**config.mk**
```make
export PLATFORM = sky130hd
export DESIGN_NAME = regfile_wb_arbiter
export DESIGN_NICKNAME = d
export VERILOG_FILES = /design/src/rtl/datapath_pkg.sv /design/src/rtl/regfile_wb_arbiter.sv
export SDC_FILE = /design/constraint.sdc
export NUM_CORES = 1
export LEC_CHECK = 0
export ABC_AREA = 1
export CORE_AREA = 2 2 59 88
export CTS_CLUSTER_SIZE = 8
export DETAILED_ROUTE_END_ITERATION = 7
export DIE_AREA = 0 0 61 90
export PLACE_DENSITY = 0.89
export SLEW_MARGIN = 10
export SYNTH_ARGS = -nofsm -noshare
export SYNTH_HDL_FRONTEND = slang
export SYNTH_SLANG_ARGS = --single-unit
```
**constraint.sdc**
```tcl
create_clock -name clk -period 4.3 [get_ports clk]
set_input_delay 0.645 -clock clk [delete_from_list [all_inputs] [get_ports clk]]
set_output_delay 0.645 -clock clk [all_outputs]
set_load 0.01 [all_outputs]
```
**src/rtl/datapath_pkg.sv**
```systemverilog
// rtl/datapath_pkg.sv - shared datapath widths and writeback requester ids
package datapath_pkg;

  localparam int DW_DEF = 16;
  localparam int AW_DEF = 5;

  typedef enum logic {
    REQ_ALU = 1'b0,
    REQ_MEM = 1'b1
  } req_id_t;

endpackage

```
**src/rtl/regfile_wb_arbiter.sv**
```systemverilog
// rtl/regfile_wb_arbiter.sv - two-requester register-file writeback arbiter
// Round-robin on contest only; accepted write is registered one cycle later.
module regfile_wb_arbiter
  import datapath_pkg::*;
#(
  parameter int DW = DW_DEF,
  parameter int AW = AW_DEF
) (
  input  logic          clk,
  input  logic          rst,
  input  logic          alu_valid,
  output logic          alu_ready,
  input  logic [AW-1:0] alu_rd,
  input  logic [DW-1:0] alu_data,
  input  logic          mem_valid,
  output logic          mem_ready,
  input  logic [AW-1:0] mem_rd,
  input  logic [DW-1:0] mem_data,
  output logic          rf_enw,
  output logic [AW-1:0] rf_rd_add,
  output logic [DW-1:0] rf_write_data,
  output logic          stall_out,
  output logic [15:0]   conflict_cnt
);

  req_id_t prio;
  logic    alu_acc;
  logic    mem_acc;
  logic    contest;

  // Ready looks only at the other channel's valid and prio, never at own data.
  always_comb begin
    alu_ready = 1'b0;
    mem_ready = 1'b0;
    if (!rst) begin
      alu_ready = !mem_valid || (prio == REQ_ALU);
      mem_ready = !alu_valid || (prio == REQ_MEM);
    end
    alu_acc   = alu_valid && alu_ready;
    mem_acc   = mem_valid && mem_ready;
    contest   = alu_valid && mem_valid;
    stall_out = (alu_valid && !alu_ready) || (mem_valid && !mem_ready);
  end

  always_ff @(posedge clk or posedge rst) begin
    if (rst) begin
      rf_enw        <= 1'b0;
      rf_rd_add     <= '0;
      rf_write_data <= '0;
      conflict_cnt  <= '0;
      prio          <= REQ_ALU;
    end else begin
      rf_enw <= 1'b0;
      if (alu_acc) begin
        rf_enw        <= (alu_rd != '0);
        rf_rd_add     <= alu_rd;
        rf_write_data <= alu_data;
      end else if (mem_acc) begin
        rf_enw        <= (mem_rd != '0);
        rf_rd_add     <= mem_rd;
        rf_write_data <= mem_data;
      end
      if (contest) begin
        prio <= (prio == REQ_ALU) ? REQ_MEM : REQ_ALU;
        if (conflict_cnt != 16'hFFFF) begin
          conflict_cnt <= conflict_cnt + 16'd1;
        end
      end
    end
  end

endmodule
```
==> results of run 1 <==
==> metal layers <==
metal | vias to the layer above | wire length [microns]
met5 | - | 0
met4 | 0 | 128
met3 | 13 | 479
met2 | 96 | 3160
met1 | 1046 | 2300
li1 | 1094 | -
==> worst paths after layout <==
| kind | from | endpoint | slack, ns | depth (start not counted) |
|---|---|---|---|---|
| min in group asynchronous | rst | rf_write_data[14] | 0.78 | 2 |
| worst min register to register | rf_rd_add[1] | rf_rd_add[1] | 0.50 | 2 |
| max in group asynchronous | rst | conflict_cnt[6] | 2.73 | 3 |
| worst max register to register | conflict_cnt[0] | conflict_cnt[10] | 2.44 | 8 |
| worst min-delay path | rf_rd_add[1] | rf_rd_add[1] | 0.50 | 2 |
| worst max-delay path | rst | mem_ready | 1.36 | 5 |
==> registers in the layout, summed over array words and instances, names as in the netlist <==
name / cells
conflict_cnt: 16
prio: 1
rf_enw: 1
rf_rd_add: 5
rf_write_data: 16
==> cell usage in the layout (no fill, tap or decap), types with 2 or more instances in the layout <==
cell and count:
nor2_4 5, nor2_2 3, o211ai_1 3, nor2_1 36, o21ai_2 4, inv_2 2
nand3_1 12, nand2_2 7, buf_4 2, clkbuf_8 5, xnor2_1 3, o21ai_0 5
nand2_1 89, inv_1 24, nand4_1 6, clkbuf_1 2, dfrtp_1 39, clkdlybuf4s50_1 86
nand3b_1 2, a21oi_1 35
==> metrics by stage <==
stage                     setup slack [ns]  area (sq um)  instances
after detailed placement              1.33          3070        433
after global placement                1.38          3070        433
final                                 1.36          3150        441
after floorplan                       1.85          2150        286
after global routing                  1.24          3150        441
after CTS                             1.32          3150        441
==> worst max-delay path: cells and delay by family <==
family                 cells  cell delay [ns]
buffers and inverters      4             1.52
AND/OR/NAND/NOR            1             0.13
==> where the power goes <==
part | internal (mW) | switching, mW
registers | 0.421 | 0.0627
logic | 0.182 | 0.150
clock network | 0.114 | 0.123
total | 0.717 | 0.336
==> cell families after synthesis <==
kind of cell,after synthesis
and+or+nand+nor,161
AOI/OAI and AO/OA,48
DFF,39
buffers and inverters,33
xor gates and xnor gates,4
adders and majority gates,1
==> Yosys cell counts (all sizes together) <==
master | instances | share of area, %
a21oi | 35 | 8.1
buf | 7 | 2.0
dfrtp | 39 | 45
ha | 1 | 0.58
inv | 26 | 4.5
nand2 | 96 | 18
nand3 | 12 | 2.8
nand3b | 2 | 0.70
nand4 | 7 | 2.7
nor2 | 44 | 9.8
o211ai | 3 | 1.0
o21ai | 9 | 2.8
o221ai | 1 | 0.41
xnor2 | 3 | 1.2
xor2 | 1 | 0.41
==> layout make-up <==
type | count | area share [%]
clock buffer | 7 | 2.42
clock inverter | 1 | 0.159
inverter | 26 | 3.10
multi-input combinational | 214 | 32.9
sequential | 39 | 31.0
tap | 66 | 2.62
timing repair buffer | 88 | 27.8
==> out/results.tsv, run 1 <==
stage	metric	value	unit
status	status	finished clean	
grt	met2 Use GR	41.5	%
floorplanning	chip width	61	microns
drt	initial detailed-routing violation count	131	
grt	GR peak layer	met2	
timing	fin crit period	2.94	ns
grt	wire length of the first global-routing pass	10.0	mm
clocking	Clock Latency Late Sink	0.29	ns
grt	met3 global-route usage	7.91	%
yosys	yosys warns	0	
clocking	H-tree depth	2	
timing	Pins Over Slew Limit	0	
min_path	Hold WC Path Type	flip-flop to flip-flop	
yosys	mux share of post-synthesis cell area	0	%
yosys	Compound-Gate Fraction of Synth Area	12.4	%
cells_and_area	Diodes inserted	0	
timing	Finish-stage setup viols	0	
power	Worst VDD drop	0.000236	V
run	Max Cap Viol	0	
critical_path	Required @ worst endpoint	3.65	ns
grt	vias in the first global route	2274	
floorplanning	# rows	31	
critical_path	Critical Path Source Type	input pin	
clocking	TritonCTS clock tree	built	
clocking	CTS Buf Count	5	
grt	largest net degree at the start of global routing	31	
yosys	Synth Area in Adders	0.581	%
clocking	cts hold-fix bufs	0	
yosys	Cell variety after synth	23	
grt	global route total overflow	0	
critical_path	Worst Path Class, Setup	input pin to output port	
timing	final worst path period share	68.3	%
clocking	CTS clock-pin slew for the worst setup and hold paths	0.07	ns
yosys	Avg Cell Area, Syn	7.53	sq um
placement	Placer Congestion	0.883	
floorplanning	Initial Utilization	45.1	%
floorplanning	core area	4770	sq um
drt	total number of vias	2249	
clocking	# Post-CTS Setup Buffers	0	
power	overall power	1.05	mW
grt	M1 GR Usage	26.4	%
floorplanning	Ports	87	
floorplanning	Die ar.	5490	sq um
cells_and_area	fin util	66.0	%
clocking	maximum clock path buffer count	2	
clocking	CTS root buf	clkbuf_8	
cells_and_area	layout cell share with drive strength beyond 1	8.00	%
timing	RSZ-0062 raised after global routing	false	
critical_path	CP cell instances	clkdlybuf4s50_1 > inv_1 > nand2_1 > inv_1 > clkdlybuf4s50_1	
critical_path	crit-path max FO	13	
timing	Setup Skew	0.00904	ns
clocking	Sink Count	39	
grt	Global Route Usage Sum	24.0	%
yosys	post-synthesis simple-gate area fraction	33.5	%
cells_and_area	Final #Nets	421	
cells_and_area	area delta synth->final	46.3	%
timing	post-route setup TNS	0	ns
timing	Worst-Margin Slew	0.631	ns
placement	Port Buf Inserts	86	
timing	number of hold-slack violations in the final timing report	0	
timing	Hold Slack	0.503	ns
critical_path	Slowest cell on crit path	clkdlybuf4s50_1	
drt	DRC	0	
cells_and_area	multi-input logic area	1040	sq um
critical_path	slowest stage delay, CP	0.55	ns
power	PD cells	334	nW/um^2
drt	drt first pass iters	4	
yosys	post-synthesis xor/xnor area fraction	1.63	%
drt	post-route ant nets	0	
cells_and_area	register area	976	sq um
yosys	Cells after Synth	286	
timing	Max transition margin	57.9	%
yosys	register bit count reported by yosys	39	
critical_path	CP Capture Type	output port	
critical_path	crit path DAT	2.29	ns
floorplanning	Die Height	90	microns
yosys	largest family of logic cells by synthesized area	simple AND/OR/NAND/NOR gates	
power	Pleak	1.34	nW
drt	detailed-route vias per instance	5.10	
yosys	Seq/Total Area, Yosys	45.3	%
timing	Peak Freq	341	MHz
yosys	post-synthesis cell area	2150	sq um
drt	routed len/inst	13.8	microns
drt	Total Wirelength	6.07	mm
cells_and_area	Fillers	424	
grt	antenna violations before repair	0	
clocking	CTS resizes	0	
placement	HPWL after DPL	4.61	mm
yosys	Syn Nets	333	
Power figures use the tool's default switching activity.
==> inputs of run 2 (changes only) <==
- CORE_AREA: 2 2 59 88 -> 2 2 64 97
- DIE_AREA: 0 0 61 90 -> 0 0 66 99
- PLACE_DENSITY: 0.89 -> 0.79
- clock period: 4.3 -> 2.6 ns (I/O delays scaled with it)
==> run 2 against run 1 <==
Net effect: total power grew 75%; final cell count grew 1.4%; cell area grew 1.3%; clock skew grew 0.0042 ns; critical path depth shrank 1; wire length shrank 1.1%; flip-flop and latch count is the same; setup slack lost 0.97 ns; sequential power grew 65%.
==> out/results.tsv, run 2 (synthesis results as in run 1) <==
stage	metric	value	unit	change
status	status	finished clean		unchanged
clocking	TritonCTS clock tree	built		unchanged
floorplanning	chip width	66	microns	was 61 microns
critical_path	CP cell instances	clkdlybuf4s50_1 > nand2_2 > a21oi_1 > clkdlybuf4s50_1		was clkdlybuf4s50_1 > inv_1 > nand2_1 > inv_1 > clkdlybuf4s50_1
cells_and_area	area delta synth->final	48.1	%	was 46.3%
critical_path	slowest stage delay, CP	0.56	ns	was 0.55 ns
critical_path	R2R Path Start	conflict_cnt[0]		unchanged
critical_path	Required @ worst endpoint	2.21	ns	was 3.65 ns
cells_and_area	register area	976	sq um	unchanged
floorplanning	core area	5700	sq um	was 4770 sq um
timing	Setup Skew	0.0133	ns	was 0.00904 ns
drt	post-route ant nets	0		unchanged
placement	Port Buf Inserts	86		unchanged
timing	worst setup margin	0.390	ns	was 1.36 ns
clocking	CTS Buf Count	5		unchanged
cells_and_area	commonest non-fill, non-tap cells in the layout	nand2_1, clkdlybuf4s50_1, dfrtp_1, nor2_1, a21oi_1		unchanged
drt	DRC	0		unchanged
placement	HPWL after DPL	4.59	mm	was 4.61 mm
critical_path	Reg2Reg Setup Slack	0.74	ns	was 2.44 ns
placement	cell count after placement	440		was 433
grt	Global Route Usage Sum	20.1	%	was 24.0%
floorplanning	# rows	34		was 31
cells_and_area	Final #Nets	422		was 421
floorplanning	Die Height	99	microns	was 90 microns
critical_path	Critical Path Source Type	input pin		unchanged
timing	Finish-stage setup viols	0		unchanged
critical_path	crit path DAT	1.82	ns	was 2.29 ns
drt	Total Wirelength	6.00	mm	was 6.07 mm
clocking	# Post-CTS Setup Buffers	0		unchanged
critical_path	critical path startpoint	mem_valid		was rst
cells_and_area	Regs by FF count	conflict_cnt x16, rf_write_data x16, rf_rd_add x5		unchanged
critical_path	Worst Path Buf+Inv	2		was 4
clocking	CTS root buf	clkbuf_8		unchanged
timing	RSZ-0062 raised after global routing	false		unchanged
drt	drt first pass iters	4		unchanged
critical_path	kind of cell adding the most delay to the critical path	buffers and inverters		unchanged
drt	detailed-route vias per instance	4.99		was 5.10
cells_and_area	Fillers	517		was 424
timing	Pins Over Slew Limit	0		unchanged
clocking	CTS resizes	0		unchanged
drt	total number of vias	2231		was 2249
clocking	CTS clock-pin slew for the worst setup and hold paths	0.07	ns	about the same
critical_path	RR Endpoint	conflict_cnt[11]		was conflict_cnt[10]
timing	Peak Freq	453	MHz	
floorplanning	Initial Utilization	37.8	%	was 45.1%
cells_and_area	layout cell share with drive strength beyond 1	8.53	%	was 8.00%
placement	Placer Congestion	0.856		was 0.883
cells_and_area	Diodes inserted	0		unchanged
timing	Worst-Margin Slew	0.629	ns	was 0.631 ns
grt	wire length of the first global-routing pass	10.2	mm	was 10.0 mm
min_path	Hold WC Path Type	flip-flop to flip-flop		unchanged
power	overall power	1.85	mW	was 1.05 mW
clocking	Sink Count	39		unchanged
timing	final worst path period share	85.0	%	
timing	number of hold-slack violations in the final timing report	0		unchanged
floorplanning	Ports	87		unchanged
power	Pleak	1.35	nW	was 1.34 nW
power	Worst VDD drop	0.000391	V	was 0.000236 V
power	PD cells	579	nW/um^2	was 334 nW/um^2
clocking	maximum clock path buffer count	2		unchanged
grt	vias in the first global route	2341		was 2274
timing	post-route setup TNS	0	ns	unchanged
critical_path	CP Capture Type	output port		unchanged
drt	routed len/inst	13.4	microns	was 13.8 microns
critical_path	CP dominant cell by count	clkdlybuf4s50_1		
run	Max Cap Viol	0		unchanged
grt	antenna violations before repair	0		unchanged
critical_path	worst reg2reg path depth	8		unchanged
grt	largest net degree at the start of global routing	29		was 31
timing	fin crit period	2.21	ns	
cells_and_area	Final Non-Filler Cells	447		was 441
floorplanning	Die ar.	6530	sq um	was 5490 sq um
critical_path	Slowest cell on crit path	clkdlybuf4s50_1		unchanged
critical_path	Stages on worst setup path	4		was 5
clocking	cts hold-fix bufs	0		unchanged
timing	Max transition margin	58.0	%	was 57.9%
placement	pre-CTS setup slack	0.408	ns	was 1.33 ns
cells_and_area	commonest non-fill, non-tap cell in the layout	nand2_1		unchanged
grt	global route total overflow	0		unchanged
clocking	H-tree depth	2		unchanged
drt	initial detailed-routing violation count	129		was 131
cells_and_area	multi-input logic area	1040	sq um	unchanged
critical_path	crit-path max FO	6		was 13
critical_path	Worst Path Class, Setup	input pin to output port		unchanged
critical_path	Worst Setup EP	stall_out		was mem_ready
clocking	Clock Latency Late Sink	0.29	ns	about the same
-- run 2: area by class of cell --
type	instances	area share, %
multi-input combinational	214	32.5
sequential	39	30.6
timing repair buffer	89	27.7
inverter	26	3.06
tap	72	2.82
clock buffer	5	2.16
clock inverter	2	1.18
-- run 2: worst min-delay path by stage --
stage	startpoint	to	slack [ns]	cells after the start
floorplan	prio	prio	0.47	2
global placement	rf_rd_add[1]	rf_rd_add[1]	0.48	2
detailed placement	rf_rd_add[1]	rf_rd_add[1]	0.49	2
CTS	rf_rd_add[0]	rf_rd_add[0]	0.51	2
global route	rf_rd_add[3]	rf_rd_add[3]	0.55	2
finish	rf_rd_add[3]	rf_rd_add[3]	0.52	2
-- run 2: worst min-delay path, stage by stage (launching register included) --
cell and delay (ns):
dfrtp_1 0.35, nand2_1 0.06, o211ai_1 0.08
-- run 2: per-stage QoR --
stage                     instance area [sq um]  util, %  hold slack [ns]
after global routing                       3190     55.9            0.552
after detailed placement                   3080     54.1            0.487
final                                      3190     55.9            0.517
after CTS                                  3190     55.9            0.514
after global placement                     3080     54.1            0.477
after floorplan                            2150        -            0.474
-- run 2: per-layer routing --
metal	wire length (microns)	track usage [%]	part of all wire [%]
met3	551	7.42	9.2
met5	0	0	0
met2	2940	34.0	49
met4	223	9.58	3.7
met1	2280	21.8	38
-- run 2: where the power goes --
group | switching, mW | internal, mW
Combinational | 0.248 | 0.301
Clock | 0.218 | 0.281
Sequential | 0.102 | 0.697
Total | 0.569 | 1.28
